[config.mk]
export PLATFORM = sky130hd
export DESIGN_NAME = freq_div_prog
export DESIGN_NICKNAME = d
export VERILOG_FILES = /design/src/rtl/freq_div_pkg.sv /design/src/rtl/freq_div_ch.sv /design/src/rtl/freq_div_prog.sv
export SDC_FILE = /design/constraint.sdc
export NUM_CORES = 1
export LEC_CHECK = 0
export ABC_AREA = 1
export CAP_MARGIN = 10
export CORE_AREA = 2 2 108 110
export DETAILED_ROUTE_END_ITERATION = 12
export DIE_AREA = 0 0 110 112
export PLACE_DENSITY = 0.79
export SLEW_MARGIN = 20
export SYNTH_ARGS = -nofsm -noshare
export SYNTH_HDL_FRONTEND = slang
export SYNTH_SLANG_ARGS = --single-unit
[constraint.sdc]
create_clock -name clk -period 2.8 [get_ports clk]
set_input_delay 0.56 -clock clk [delete_from_list [all_inputs] [get_ports clk]]
set_output_delay 0.56 -clock clk [all_outputs]
set_load 0.005 [all_outputs]
[src/rtl/freq_div_pkg.sv]
// Shared constants and helpers for the programmable multi-channel clock divider.
package freq_div_pkg;

  // Smallest divisor that still yields a distinct high and low phase.
  localparam int unsigned DIV_MIN = 2;

  // Default divisor/counter width.
  localparam int unsigned W_DEF = 8;

  // Width of a channel index; a single channel still gets a 1-bit select.
  function automatic int unsigned ch_idx_w(input int unsigned ch);
    return (ch > 1) ? $clog2(ch) : 1;
  endfunction

endpackage

[src/rtl/freq_div_ch.sv]
// One divider channel: period counter, active/shadow divisor, posedge/negedge phase flops.
module freq_div_ch
  import freq_div_pkg::*;
#(
  parameter int unsigned     W       = W_DEF,
  parameter logic [W-1:0]    RST_DIV = W'(3)
) (
  input  logic         clk,
  input  logic         rst,
  input  logic         en,
  input  logic         wr,
  input  logic [W-1:0] wr_div,
  output logic         div_out,
  output logic         tick,
  output logic         pend
);

  logic [W-1:0] cnt_q, cnt_d;
  logic [W-1:0] act_q, act_d;
  logic [W-1:0] shd_q, shd_d;
  logic [W-1:0] next_div;
  logic         run_q;
  logic         p_q, p_d;
  logic         n_q;
  logic         tick_q, tick_d;
  logic         pend_q, pend_d;
  logic         boundary;

  // Next-state: a period boundary is a wrap, a start from idle, or a stopped channel.
  // Only at a boundary may the active divisor change, so no phase is ever cut short.
  always_comb begin
    act_d    = act_q;
    shd_d    = shd_q;
    pend_d   = pend_q;
    cnt_d    = '0;
    p_d      = 1'b0;
    tick_d   = 1'b0;
    // A write landing on the boundary edge is forwarded straight into the new period.
    next_div = wr ? wr_div : (pend_q ? shd_q : act_q);
    boundary = !en || !run_q || (cnt_q == act_q - W'(1));

    if (wr) begin
      shd_d = wr_div;
    end

    if (boundary) begin
      act_d  = next_div;
      pend_d = 1'b0;
    end else if (wr) begin
      pend_d = 1'b1;
    end

    if (en) begin
      if (boundary) begin
        cnt_d = '0;
      end else begin
        cnt_d = cnt_q + W'(1);
      end
      // High for the first floor(D/2) cycles of the period.
      p_d    = (cnt_d < (act_d >> 1));
      tick_d = (cnt_d == '0);
    end
  end

  // Posedge state: counter, divisors, phase flop and registered tick/pend.
  always_ff @(posedge clk or posedge rst) begin
    if (rst) begin
      cnt_q  <= '0;
      act_q  <= RST_DIV;
      shd_q  <= RST_DIV;
      run_q  <= 1'b0;
      p_q    <= 1'b0;
      tick_q <= 1'b0;
      pend_q <= 1'b0;
    end else begin
      cnt_q  <= cnt_d;
      act_q  <= act_d;
      shd_q  <= shd_d;
      run_q  <= en;
      p_q    <= p_d;
      tick_q <= tick_d;
      pend_q <= pend_d;
    end
  end

  // Negedge stretch: carries the high phase half a cycle further, only for odd divisors.
  // Gating by oddness here keeps div_out a plain OR with no divisor-dependent mux glitch.
  always_ff @(negedge clk or posedge rst) begin
    if (rst) begin
      n_q <= 1'b0;
    end else begin
      n_q <= p_q & act_q[0];
    end
  end

  assign div_out = p_q | n_q;
  assign tick    = tick_q;
  assign pend    = pend_q;

endmodule

[src/rtl/freq_div_prog.sv]
// Multi-channel programmable 50%-duty clock divider with shadowed, glitch-free divisor writes.
module freq_div_prog
  import freq_div_pkg::*;
#(
  parameter int unsigned        CH      = 3,
  parameter int unsigned        W       = W_DEF,
  parameter logic [CH*W-1:0]    DEF_DIV = {8'd7, 8'd5, 8'd3},
  localparam int unsigned       CW      = ch_idx_w(CH)
) (
  input  logic          clk,
  input  logic          rst,
  input  logic [CH-1:0] en,
  input  logic          wr_en,
  input  logic [CW-1:0] wr_ch,
  input  logic [W-1:0]  wr_div,
  output logic [CH-1:0] div_out,
  output logic [CH-1:0] tick,
  output logic [CH-1:0] pend,
  output logic          wr_err
);

  logic          wr_ok;
  logic          wr_err_q;
  logic [CH-1:0] wr_sel;

  // Write decode: accept only an in-range channel and a divisor of at least DIV_MIN.
  always_comb begin
    wr_ok  = wr_en && ({1'b0, wr_ch} < (CW + 1)'(CH)) && (wr_div >= W'(DIV_MIN));
    wr_sel = '0;
    for (int i = 0; i < int'(CH); i++) begin
      wr_sel[i] = wr_ok && (wr_ch == CW'(i));
    end
  end

  // Rejected writes raise a single-cycle error pulse and touch nothing else.
  always_ff @(posedge clk or posedge rst) begin
    if (rst) begin
      wr_err_q <= 1'b0;
    end else begin
      wr_err_q <= wr_en && !wr_ok;
    end
  end

  assign wr_err = wr_err_q;

  for (genvar g = 0; g < int'(CH); g++) begin : gen_ch
    freq_div_ch #(
      .W       (W),
      .RST_DIV (DEF_DIV[g*W +: W])
    ) u_ch (
      .clk     (clk),
      .rst     (rst),
      .en      (en[g]),
      .wr      (wr_sel[g]),
      .wr_div  (wr_div),
      .div_out (div_out[g]),
      .tick    (tick[g]),
      .pend    (pend[g])
    );
  end

endmodule
* Word-level counts from Yosys, hierarchy flattened
Index checks and enable logic that the tools add are counted.
** Storage, ports and cells
- Bits in registers :: 88
- Input port bits :: 16
** Operators by class
- Add/sub/neg operators :: 6
- Order comparisons :: 5
- Equality and inequality tests :: 5
- Muxes and demuxes :: 30
- Bitwise logic cells :: 6
- Reduce and logical (&&, ||, !) cells :: 32
** Operators by type and width (number)
- 8-bit 2-to-1 mux :: 18
- 8-bit by 1-bit adder with 8-bit output (second input constant) :: 3
- 8-bit == test :: 3
- 8-bit zero test :: 3
- 8-bit by 7-bit less-than comparator with 1-bit output :: 3
- 8-bit by 1-bit subtractor with 8-bit output (second input constant) :: 3
- 1-bit 2-to-1 mux :: 12
- 2-bit nonzero test :: 6
- 8-bit by 2-bit >= comparator with 1-bit output (second input constant) :: 1
- 1-bit zero test :: 7
- 1-bit logical AND :: 6
- 1-bit logical OR :: 6
- 2-bit AND reduction :: 3
- 1-bit AND :: 3
- 1-bit bitwise OR :: 3
- 2-bit by 1-bit == test with 1-bit output (second input constant) :: 1
- 2-bit == test (second input constant) :: 1
- 2-bit zero test :: 1
- 2-bit less-than comparator (second input constant) :: 1

* Longest topological paths before layout
Gate-level depths: netlist (run 1).
- Word-level depth :: 8
- Gate-level depth with buffers :: 22
- Gate-level depth less buffers :: 20

* By module
From an unflattened synthesis (run 1), not the netlist that was laid out.
** Unflattened totals
- Cell total of the unflattened synthesis :: 768
- Area total of the unflattened synthesis :: 5484.0 µm²
** Modules (own cells, without submodules)
- freq_div_ch at gen_ch[0].u_ch ... :: instances 2, cells an instance 249, area each 1786.7 µm², sequential area each 730.7 µm²
- freq_div_ch at gen_ch[2].u_ch :: instances 1, cells an instance 249, area each 1789.2 µm², sequential area each 733.2 µm²
- freq_div_prog :: instances 1, cells an instance 21, area each 121.4 µm², sequential area each 25.0 µm²

==> results.sh, run 1 <==
export IMPL_synth_compound_area_share_pct=7.92
export IMPL_fin_skew_ns=0.00638
export IMPL_synth_area_top_cells="dfrtp_1, nand2_1, inv_1"
export IMPL_slew_viol_final=0
export IMPL_grt_pass1_wl_mm=21.4
export IMPL_ir_drop_v=0.000376
export IMPL_startpoint_type="flop"
export IMPL_grt_max_degree=36
export IMPL_p_leak_nw=3.54
export IMPL_yosysWarnings=0
export IMPL_critical_path_class="reg -> out"
export IMPL_tightest_slew_ns=0.464
export IMPL_hold_viol=0
export IMPL_dieArea_um2=12300
export IMPL_drtIter0Drc=327
export IMPL_slew_limit_headroom_pct=69.1
export IMPL_fin_util_pct=60.3
export IMPL_clkPwrFrac_pct=31.1
export IMPL_dp_hpwl_mm=9.35
export IMPL_htreeDepth=3
export IMPL_die_w_um=110
export IMPL_layout_drive_gt1_share_pct=20.4
export IMPL_cts_buffer_depth=2
export IMPL_drtAntennaViolNets=0
export IMPL_seq_power_share_pct=37.2
export IMPL_status="finished with violations"
export IMPL_yosysTopAreaCell="dfrtp_1"
export IMPL_synth_ff_type="dfrtp_1"
export IMPL_dr_max_layer_used="met4"
export IMPL_via_per_inst=5.18
export IMPL_wl_met2_mm=6.50
export IMPL_synth_nets=778
export IMPL_synth_cell_type_count=39
export IMPL_antenna_found_initial=0
export IMPL_finalWorstSetupSlack_ns=-0.175
export IMPL_synthAdderAreaFrac_pct=5.47
export IMPL_track_usage_pct=22.1
export IMPL_drc=0
export IMPL_synth_top_area_share_pct=32.4
export IMPL_wl_met3_um=755
export IMPL_crit_fanout=1
export IMPL_synth_edf_count=0
export IMPL_synth_top_family_by_area="simple AND/OR/NAND/NOR gates"
export IMPL_clk_latency_ns=0.35
export IMPL_initial_core_util_pct=49.1
export IMPL_clkTransAtPathRegs_ns=0.06
export IMPL_worst_path_max_delay_cell="dfrtn_1"
export IMPL_crit_path_cell_trace="or2_4 > buf_6"
export IMPL_avgSynthCellArea_um2=7.43
export IMPL_synth_seq_cells=88
export IMPL_fin_nets=850
export IMPL_diodes=0
export IMPL_vias=4963
export IMPL_power_total_mw=4.40
export IMPL_overflow=0
export IMPL_setup_violations=3
export IMPL_synth_xor_area_share_pct=4.47
export IMPL_p_sw_share_pct=33.6
export IMPL_violations="setup timing"
export IMPL_setup_worst_path_end_class="primary output"
export IMPL_firstDrtPassIters=5
export IMPL_pin_count=26
export IMPL_max_cap_viol_count=0
export IMPL_routed_wl_mm=13.2
export IMPL_grt_pass1_vias=4666
export IMPL_met1_length_mm=5.77
export IMPL_syn_instance_count=738
export IMPL_routedWlPerCell_um=13.8
export IMPL_synth_simple_area_share_pct=30.3
export IMPL_die_height_um=112
export IMPL_hold_buffers=0
export IMPL_synth_seq_area_share_pct=40.5
export IMPL_crit_arrival_ns=2.41
export IMPL_cts_made_buffers=9
export IMPL_cts_tree="done"
export IMPL_pwr_density_cell_nw_per_um2=653
export IMPL_clock_sinks=88
export IMPL_rsz0062_at_grt="true"
export IMPL_cp_slowest_stage_delay_ns=0.33
export IMPL_gp_congestion=0.858
export IMPL_async_flop_share_pct=100
export IMPL_power_switching_mw=1.48
export IMPL_preCtsSetupSlack_ns=-0.435
export IMPL_comb_power_share_pct=31.7
export IMPL_root_buffer="clkbuf_16"
export IMPL_intPower_mw=2.92
export IMPL_syn_area_um2=5490
export IMPL_area_growth_pct=22.9
export IMPL_portBuffers=25
export IMPL_core_area_um2=11200
export IMPL_hold_class="reg -> reg"
export IMPL_cp_required_ns=2.24
export IMPL_synthMuxAreaShare_pct=0
export IMPL_rows=39
==> worst max-delay path: cells and delay by family, from the launching register on <==
kind / cells / cell delay [ns]
buffers and inverters: 1 / 0.11
AND/OR/NAND/NOR: 1 / 0.23
flip-flops: 1 / 0.33
==> final cells by class <==
type / count / area (µm²)
Timing Repair Buffer: 79 / 674
Inverter: 123 / 465
Clock inverter: 4 / 73.8
Tap cell: 143 / 179
Clock buffer: 12 / 267
Sequential cell: 88 / 2220
Multi-Input combinational cell: 509 / 2860
Fill cell: 934 / 4440
==> synth_stat cells, types with 6 or more instances <==
library cell and count:
nand2_1 209, inv_1 113, dfrtp_1 71, nor2_1 67, o21ai_0 47, nand3_1 33, ha_1 24, xor2_1 20
a21oi_1 16, dfstp_2 14, nor3_1 13, inv_2 10, nor2_2 10, buf_4 9, nand4_1 9, xnor2_1 8
o21ai_2 6
==> routing by layer <==
metal,GRT usage (%),vias to the layer above
li1,-,2448
met1,30.4,2360
met2,35.1,140
met3,4.51,15
met4,6.58,0
met5,0,-
==> registers in the layout, summed over array words and instances, names as in the netlist <==
name               flops
gen_ch.u_ch.act_q     24
gen_ch.u_ch.cnt_q     24
gen_ch.u_ch.shd_q     24
gen_ch.u_ch.n_q        3
gen_ch.u_ch.p_q        3
gen_ch.u_ch.pend       3
gen_ch.u_ch.run_q      3
gen_ch.u_ch.tick       3
wr_err                 1
==> placed cells by master (no fill, tap or decap), drive strengths merged, types with 2 or more instances in the layout <==
cell	synthesis	routed
nand2	217	219
inv	123	123
nor2	77	77
dfrtp	71	71
buf	18	57
o21ai	57	57
nand3	38	38
ha	24	24
xor2	20	20
clkdlybuf4s50	0	19
a21oi	18	18
nor3	15	15
dfstp	14	14
clkbuf	2	12
nand4	9	9
xnor2	8	8
or2	6	6
nand3b	5	5
nor3b	5	5
and2	3	3
dfrtn	3	3
o22ai	2	2
bufinv	0	2
dlymetal6s2s	0	2
==> power groups by stage <==
stage	logic, mW	clock network (mW)	registers (mW)
3_5_place_dp	1.23	0	1.65
6_report	1.39	1.37	1.64
3_3_place_gp	1.21	0	1.65
2_1_floorplan	0.930	0	1.61
4_1_cts	1.27	1.38	1.63
5_1_grt	1.58	1.46	1.66
==> kinds of logic (layout without fill, tap and decap cells) <==
logic type / Yosys count / in the layout
AND/OR/NAND/NOR: 376 / 378
buffers and inverters: 143 / 218
flip-flops: 88 / 88
AO/OA/AOI/OAI: 79 / 79
XOR/XNOR: 28 / 28
adder cells (fa/ha/maj): 24 / 24
==> stage by stage <==
| stage | hold slack (ns) | std cells | instance area [µm²] | TNS [ns] |
|---|---|---|---|---|
| after floorplan | 0.444 | 738 | 5490 | -0.231 |
| after global placement | 0.460 | 930 | 6090 | -1.38 |
| after detailed placement | 0.468 | 930 | 6090 | -1.73 |
| after CTS | 0.480 | 951 | 6520 | -0.511 |
| after global routing | 0.496 | 958 | 6740 | -0.858 |
| final | 0.480 | 958 | 6740 | -0.495 |
==> worst paths after layout <==
check | start | to | slack [ns] | cells past startpoint
max in group asynchronous | rst | gen_ch[1].u_ch.n_q | 0.77 | 2
setup / recovery | gen_ch[2].u_ch.n_q | div_out[2] | -0.17 | 2
hold reg to reg | gen_ch[1].u_ch.shd_q[2] | gen_ch[1].u_ch.shd_q[2] | 0.48 | 2
setup reg to reg | gen_ch[0].u_ch.act_q[1] | gen_ch[0].u_ch.p_q | 0.09 | 19
min in group asynchronous | rst | gen_ch[2].u_ch.cnt_q[6] | 0.76 | 3
hold / removal | gen_ch[1].u_ch.shd_q[2] | gen_ch[1].u_ch.shd_q[2] | 0.48 | 2
==> repair_timing <==
item | in CTS | in global routing
buffers inserted | 5 | 5
cloned | 0 | 2
setup endpoints to repair | 6 | 6
pin swaps | 5 | 18
gates resized for setup | 26 | 43
Power figures use the tool's default switching activity.
==> inputs of run 2 (changes only) <==
--- a/config.mk
+++ b/config.mk
@@ -10,6 +10,7 @@
 export CORE_AREA = 2 2 108 110
 export DETAILED_ROUTE_END_ITERATION = 12
 export DIE_AREA = 0 0 110 112
+export GPL_ROUTABILITY_DRIVEN = 0
 export PLACE_DENSITY = 0.79
 export SLEW_MARGIN = 20
 export SYNTH_ARGS = -nofsm -noshare
==> results of run 2 <==
Same layout as run 1: the final DEF is identical, and so are final timing and power.
